===== config.mk =====
export PLATFORM = sky130hd
export DESIGN_NAME = bit_pair_multiplier_flat
export DESIGN_NICKNAME = d
export VERILOG_FILES = /design/src/rtl/bit_pair_multiplier_if.sv /design/src/rtl/bit_pair_multiplier.sv /design/src/flat_wrapper.sv
export SDC_FILE = /design/constraint.sdc
export NUM_CORES = 1
export LEC_CHECK = 0
export CAP_MARGIN = 10
export CORE_MARGIN = 4
export CORE_UTILIZATION = 58
export DETAILED_ROUTE_END_ITERATION = 10
export HOLD_SLACK_MARGIN = 0.06
export PLACE_DENSITY = 0.85
export RECOVER_POWER = 50
export SLEW_MARGIN = 30
export SYNTH_ARGS = -nofsm -noshare
export SYNTH_HDL_FRONTEND = slang
export SYNTH_SLANG_ARGS = --single-unit

===== constraint.sdc =====
create_clock -name clock -period 8.15 [get_ports clock]
set_input_delay 1.63 -clock clock [delete_from_list [all_inputs] [get_ports clock]]
set_output_delay 1.63 -clock clock [all_outputs]
set_load 0.02 [all_outputs]

===== src/rtl/bit_pair_multiplier_if.sv =====
// bit_pair_multiplier_if: handshake and operand/result bus for bit_pair_multiplier (start/signed_mode/multiplier/multiplicand from master, result/ready/done from slave; bit 0 is MSB)
interface bit_pair_multiplier_if #(parameter int WIDTH = 32);
  logic start;
  logic signed_mode;
  logic [0:WIDTH-1] multiplier;
  logic [0:WIDTH-1] multiplicand;
  logic [0:2*WIDTH-1] result;
  logic ready;
  logic done;
  modport master (output start, signed_mode, multiplier, multiplicand, input result, ready, done);
  modport slave (input start, signed_mode, multiplier, multiplicand, output result, ready, done);
endinterface


===== src/rtl/bit_pair_multiplier.sv =====
// bit_pair_multiplier: radix-4 sequential signed/unsigned multiplier, WIDTH/2+2 cycle latency; ports clock, reset (sync, active-high), bus (slave: start/signed_mode/multiplier/multiplicand in, result/ready/done out)
module bit_pair_multiplier #(parameter int WIDTH = 32) (
  input logic clock,
  input logic reset,
  bit_pair_multiplier_if.slave bus
);
  if (WIDTH % 2 != 0 || WIDTH < 4) begin : g_width_check
    $error("bit_pair_multiplier: WIDTH must be even and >= 4");
  end
  localparam int AW = WIDTH + 4;
  localparam int CW = $clog2(WIDTH / 2 + 1);
  localparam logic [1:0] IDLE = 2'd0, ITER = 2'd1, FINISH = 2'd2;
  logic [1:0] state;
  logic [AW-1:0] acc;
  logic [WIDTH+1:0] m, q;
  logic [CW-1:0] cnt;
  logic carry;
  logic [2:0] v;
  logic [AW-1:0] mx, addend, sum;
  logic neg;
  assign v = {1'b0, q[1:0]} + {2'b00, carry};
  assign mx = {{2{m[WIDTH+1]}}, m};
  assign neg = v == 3'd3;
  assign addend = v == 3'd1 ? mx : v == 3'd2 ? mx << 1 : neg ? ~mx : '0;
  assign sum = acc + addend + AW'(neg);
  always_ff @(posedge clock)
    if (reset) begin
      state <= IDLE;
      acc <= '0;
      m <= '0;
      q <= '0;
      cnt <= '0;
      carry <= 1'b0;
      bus.result <= '0;
      bus.ready <= 1'b1;
      bus.done <= 1'b0;
    end else begin
      bus.done <= 1'b0;
      case (state)
        IDLE: if (bus.start) begin
          m <= bus.signed_mode ? {{2{bus.multiplier[0]}}, bus.multiplier} : {2'b00, bus.multiplier};
          q <= bus.signed_mode ? {{2{bus.multiplicand[0]}}, bus.multiplicand} : {2'b00, bus.multiplicand};
          acc <= '0;
          carry <= 1'b0;
          cnt <= CW'(WIDTH / 2);
          bus.ready <= 1'b0;
          state <= ITER;
        end
        ITER: begin
          acc <= {{2{sum[AW-1]}}, sum[AW-1:2]};
          q <= {sum[1:0], q[WIDTH+1:2]};
          carry <= v[2] | (v[1] & v[0]);
          cnt <= cnt - CW'(1);
          if (cnt == '0) state <= FINISH;
        end
        FINISH: begin
          bus.result <= {acc[WIDTH-3:0], q};
          bus.done <= 1'b1;
          bus.ready <= 1'b1;
          state <= IDLE;
        end
        default: state <= IDLE;
      endcase
    end
endmodule

===== src/flat_wrapper.sv =====
// flat-port wrapper written by rule: the top's interface ports become plain ports
module bit_pair_multiplier_flat 
#(parameter int WIDTH = 32)
  (clock, reset, bus_start, bus_signed_mode, bus_multiplier, bus_multiplicand, bus_result, bus_ready, bus_done);
  bit_pair_multiplier_if #(.WIDTH(WIDTH)) bus_i ();
  input logic clock;
  input logic reset;
  input wire logic [$bits(bus_i.start)-1:0] bus_start;
  input wire logic [$bits(bus_i.signed_mode)-1:0] bus_signed_mode;
  input wire logic [$bits(bus_i.multiplier)-1:0] bus_multiplier;
  input wire logic [$bits(bus_i.multiplicand)-1:0] bus_multiplicand;
  output wire logic [$bits(bus_i.result)-1:0] bus_result;
  output wire logic [$bits(bus_i.ready)-1:0] bus_ready;
  output wire logic [$bits(bus_i.done)-1:0] bus_done;
  assign bus_i.start = bus_start;
  assign bus_i.signed_mode = bus_signed_mode;
  assign bus_i.multiplier = bus_multiplier;
  assign bus_i.multiplicand = bus_multiplicand;
  assign bus_result = bus_i.result;
  assign bus_ready = bus_i.ready;
  assign bus_done = bus_i.done;
  bit_pair_multiplier #(.WIDTH(WIDTH)) u_core (.clock(clock), .reset(reset), .bus(bus_i));
endmodule

=== Word level (Yosys, flattened, before mapping) ===
Cells that the tools add are included.

* Bits in registers: 178
* Word-level logic and storage cells: 49
* Bits of input ports: 68
* Output and inout port bits: 66

* Reduce and logical (&&, ||, !) cells: 8
* Muxes and demuxes: 18
* Bitwise operators: 3
* Add/subtract/negate cells: 4
* Equality and inequality tests: 7

{| class="wikitable"
|+ Operators with widths
! operator !! count
|-
| two-way mux 36 bit || 4
|-
| two-way mux 34 bit || 3
|-
| case mux 36 bit (2 select lines) || 1
|-
| case mux 34 bit (2 select lines) || 1
|-
| adder 36 x 1 -> 36 bit || 1
|-
| adder 36 bit || 1
|-
| inverter 36 bit || 1
|-
| case mux 5 bit (2 select lines) || 1
|-
| AND reduction 2 bit || 4
|-
| == test 3 x 2 -> 1 bit (second input constant) || 2
|-
| zero test 5 bit || 1
|-
| two-way mux 5 bit || 1
|-
| subtractor 5 x 1 -> 5 bit (second input constant) || 1
|-
| two-way mux 2 bit || 2
|-
| case mux 1 bit (2 select lines) || 2
|-
| case mux 2 bit (2 select lines) || 1
|-
| nonzero test 2 bit || 2
|-
| adder 2 x 1 -> 3 bit || 1
|-
| == test 3 x 1 -> 1 bit (second input constant) || 1
|-
| == test 2 x 1 -> 1 bit (second input constant) || 1
|-
| == test 2 bit (second input constant) || 1
|-
| zero test 2 bit || 1
|-
| two-way mux 1 bit || 2
|-
| != test 2 x 1 -> 1 bit (second input constant) || 1
|-
| 3 further kinds || 3
|}

=== Depth between registers and ports, before layout ===
* Word-level depth: 8
* Mapped depth: 17
* Depth with buffers taken out: 13

=== Worst setup path after synthesis ===
No wires, ideal clock.

* Path kind: reg-to-reg
* From: register u_core.carry
* To: register u_core.acc[31]
* Required time: 8.033 ns
* Setup slack: 4.521 ns
* Data arrival time: 3.511 ns
* Cell stages (with the launch flop): 18
* Setup time: 0.117 ns
* Period minus slack after synthesis: 3.629 ns
* Path buffers: 4
* Cell sequence: dfxtp_1 -> ha_1 -> ha_1 -> clkbuf_1 -> nor2b_1 -> clkbuf_1 -> clkbuf_1 -> nand2_1 -> a21oi_1 -> ha_1 -> buf_2 -> a21o_1 -> a21o_1 -> a21oi_1 -> nand4_1 -> and3_1 -> or4_1 -> a32o_1

* Word-level cells in the longest chain between the ends: 8
* Elaborated cells on any way between the ends: 10
* Classes of those cells: 3 x add/sub; 3 x eq/ne; 4 x mux

{| class="wikitable"
|+ RTL lines
! what !! RTL line !! source
|-
| from (decl) || bit_pair_multiplier.sv:17 || <nowiki>logic carry;</nowiki>
|-
| from (signal assigned) || bit_pair_multiplier.sv:52 || <nowiki>carry <= v[2] | (v[1] & v[0]);</nowiki>
|-
| adder 2 x 1 -> 3 bit * || bit_pair_multiplier.sv:21 || <nowiki>assign v = {1'b0, q[1:0]} + {2'b00, carry};</nowiki>
|-
| == test 3 x 2 -> 1 bit || bit_pair_multiplier.sv:23 || <nowiki>assign neg = v == 3'd3;</nowiki>
|-
| two-way mux 36 bit (3 in series) || bit_pair_multiplier.sv:24 || <nowiki>assign addend = v == 3'd1 ? mx : v == 3'd2 ? mx << 1 : neg ? ~mx : '0;</nowiki>
|-
| adder 36 bit || bit_pair_multiplier.sv:25 || <nowiki>assign sum = acc + addend + AW'(neg);</nowiki>
|-
| adder 36 x 1 -> 36 bit * || bit_pair_multiplier.sv:25 ||
|-
| case mux 36 bit (2 select lines) * || bit_pair_multiplier.sv:39 || <nowiki>case (state)</nowiki>
|-
| to (signal assigned) || bit_pair_multiplier.sv:50 || <nowiki>acc <= {{2{sum[AW-1]}}, sum[AW-1:2]};</nowiki>
|-
| to (decl) || bit_pair_multiplier.sv:14 || <nowiki>logic [AW-1:0] acc;</nowiki>
|}

Every way passes the cells marked *; elsewhere a longest branch is shown, timed or not.
A chain may end at the register's enable or synchronous reset.

=== Worst setup path after layout ===
* From: input port bus_start
* To: register u_core.q[16]

* Word-level cells in the longest chain between the ends: 2

{| class="wikitable"
|+ RTL lines
! what !! RTL line !! source
|-
| from (decl) || flat_wrapper.sv:8 || <nowiki>input wire logic [$bits(bus_i.start)-1:0] bus_start;</nowiki>
|-
| != test 2 bit (no line) || -- ||
|-
| AND reduction 2 bit (no line) || -- ||
|-
| to (signal assigned) || bit_pair_multiplier.sv:42 || <nowiki>q <= bus.signed_mode ? {{2{bus.multiplicand[0]}}, bus.multiplicand} : {2'b00, bus.multiplicand};</nowiki>
|-
| to (signal assigned) || bit_pair_multiplier.sv:51 || <nowiki>q <= {sum[1:0], q[WIDTH+1:2]};</nowiki>
|-
| to (decl) || bit_pair_multiplier.sv:15 || <nowiki>logic [WIDTH+1:0] m, q;</nowiki>
|}

No other way between the ends.

==> results.tsv <==
metric	value	unit
cap_viol_max_count	4	
yosysTopAreaCellShare	0.410	
final_core_util	0.729	
timing.rr.start	u_core.q[0]	
fill_cells	1144	
worst-r2r-cell-count	14	
rrSetupSlack	3.52	ns
synth_area	8540	um^2
core_region_area	14500	um^2
syn_nets	1150	
clock_path_buffers	2	
rows	44	
synth_area_per_cell	8.18	um^2
netlist_top_cells_area	dfxtp_1 (41%), nand2_1 (9.5%), a21oi_1 (8.8%)	
synth-seq-area-share	0.410	
via_per_inst	6.21	
htreeDepth	4	
yosysUniqueCellTypes	53	
grt.overflow.total	0	
totalWireLength	23600	um
fin_nets	1234	
die_h	129	um
cts_buffers	17	
clk_latency	0.44	ns
maxSlewHeadroom	-1.14	
postRouteAntennaNets	0	
fin_skew	0.00740	ns
grt_pass1_vias	7682	
async_flop_share	0	
worstHoldPathType	reg -> reg	
crit_arrival	5.79	ns
outcome	finished, violations left	
critPathRequiredTime	8.36	ns
cts-resized-gates	0	
grt_antenna_before_repair	0	
start_util	0.590	
cts.clk_slew.worst_paths	0.07	ns
yosys_register_bits	175	
whs_endpoint	u_core.bus.ready	
cts-root-buf	clkbuf_16	
fin_crit	5.58	ns
setup_viol	0	
dieArea	16700	um^2
crit_path_max_fanout	49	
hold_buffers	0	
area_delta_synth_final	23.6	%
holdPathStages	2	
portBuffers	133	
cts_setup_buffers	0	
synthFlopType	dfxtp_1	
fin_total_pwr	2.17	mW
io_pins	134	
die_w	129	um
wire_per_inst	17.9	um
antenna_cells	0	
clock-sinks	175	
vdd_drop_max	0.000144	V
violations	capacitance limit, slew limit	
r2r_end	u_core.acc[31]	
critical_path_class	in -> reg	
syn_inst	1043	
grt_pass1_wl	38200	um
end_kind	register	
synth_edf_count	0	
worstHoldStart	u_core.bus.ready	
dp_hpwl	15100	um
drcViolationCount	0	
layout-drive-gt1-share	0.0447	
ys_warn_count	0	
grt_max_degree	69	
dr.pass1.iters	5	
power_per_cell_area	206	nW/um^2
tightestPinTransition	3.22	ns
finalHoldViolations	0	
vias	8224	
drt-initial-drc-count	710	
synth_top_area_cell	dfxtp_1	
rsz0062_at_grt	no	
leakage	4.29	nW
fin_tns_setup	0	ns
slew_violations	218	
fin_crit_sh	0.685	
clock.fmax	0.179	GHz
track_usage	0.281	
whs	0.442	ns
gp_congestion	0.892	
cts_tree	done	
worstSetupStartpointType	input pin	
## layout make-up
class / count / area [um^2] / area share
Multi-Input combinational cell: 777 / 4720 / 0.447
Sequential cell: 175 / 3500 / 0.332
Timing Repair Buffer: 144 / 1400 / 0.133
Clock buffer: 18 / 429 / 0.0407
Tap cell: 184 / 230 / 0.0218
Clock inverter: 14 / 228 / 0.0216
Inverter: 12 / 45.0 / 0.00427
## state kept, by name, indices dropped and copies added (netlist names)
name / cells
u_core.bus.ready: 1
u_core.state: 2
u_core.q: 34
u_core.m: 33
u_core.cnt: 5
u_core.bus.result: 64
u_core.carry: 1
u_core.acc: 34
u_core.bus.done: 1
## cell families (layout without fill, tap and decap cells)
logic type,after synthesis,in the layout,share of synthesized area
XOR/XNOR,27,27,0.0277
buffers and inverters,91,188,0.0405
AND/OR/NAND/NOR,328,328,0.164
flip-flops,175,175,0.410
adder cells (fa/ha/maj),39,39,0.0589
AO/OA/AOI/OAI,383,383,0.298
## metal layers
metal	wire [um]	up-vias	track usage
met5	0	-	0
met4	458	0	0.101
met3	1760	39	0.0453
met2	10900	354	0.451
met1	10500	3890	0.384
li1	-	3941	-
## how the worst max path moves through the flow
stage,startpoint,end,slack (ns),cells past startpoint
CTS,u_core.q[0],u_core.acc[31],3.60,14
global placement,u_core.q[0],u_core.acc[31],3.73,14
detailed placement,u_core.q[0],u_core.acc[31],3.62,14
finish,bus_start,u_core.q[16],2.57,7
floorplan,u_core.carry,u_core.acc[31],4.52,17
global route,bus_start,u_core.q[16],2.23,7
## worst max-delay path, stage by stage
cell and delay (ns):
dlygate4sd3_1 0.55, and2_0 0.97, clkbuf_1 1.69, nor2_1 0.34
buf_4 0.39, nand2_1 0.12, a21oi_1 0.08
## placed cells by master, fill, tap and decap left out, types with 5 or more instances in the layout
| cell | count |
|---|---|
| a211oi_1 | 6 |
| a21o_1 | 20 |
| a21oi_1 | 149 |
| a22o_1 | 67 |
| a22oi_1 | 32 |
| a31oi_1 | 10 |
| buf_4 | 9 |
| bufinv_16 | 5 |
| clkbuf_16 | 17 |
| clkdlybuf4s50_1 | 65 |
| dfxtp_1 | 175 |
| dlygate4sd3_1 | 67 |
| ha_1 | 36 |
| inv_1 | 11 |
| nand2_1 | 216 |
| nand3_1 | 35 |
| nand4_1 | 7 |
| nor2_1 | 27 |
| nor3_1 | 12 |
| o211ai_1 | 38 |
| o21a_1 | 7 |
| o21ai_0 | 20 |
| o21ai_1 | 5 |
| xnor2_1 | 11 |
| xor2_1 | 16 |
## Yosys cell counts (all sizes together) (12+ instances only)
cell / number
a21o: 20
nand2: 216
a22o: 67
o211ai: 38
inv: 12
nor3: 13
a21oi: 151
nor2: 28
dfxtp: 175
ha: 37
nand3: 35
o21ai: 25
clkbuf: 73
a22oi: 32
xor2: 16
## power breakdown
group	internal (mW)	switching, mW	total [mW]	leakage (nW)
clock	0.551	0.361	0.913	0.322
combinational	0.118	0.211	0.329	2.54
sequential	0.895	0.0369	0.932	1.42
## through the flow
stage	setup WS (ns)	cells	instance area, um^2
final	2.57	1324	10600
after global routing	2.23	1324	10600
after detailed placement	3.62	1292	9920
after CTS	3.60	1324	10600
after global placement	3.73	1292	9910
after floorplan	4.52	1043	8540
Power figures use the tool's default switching activity.
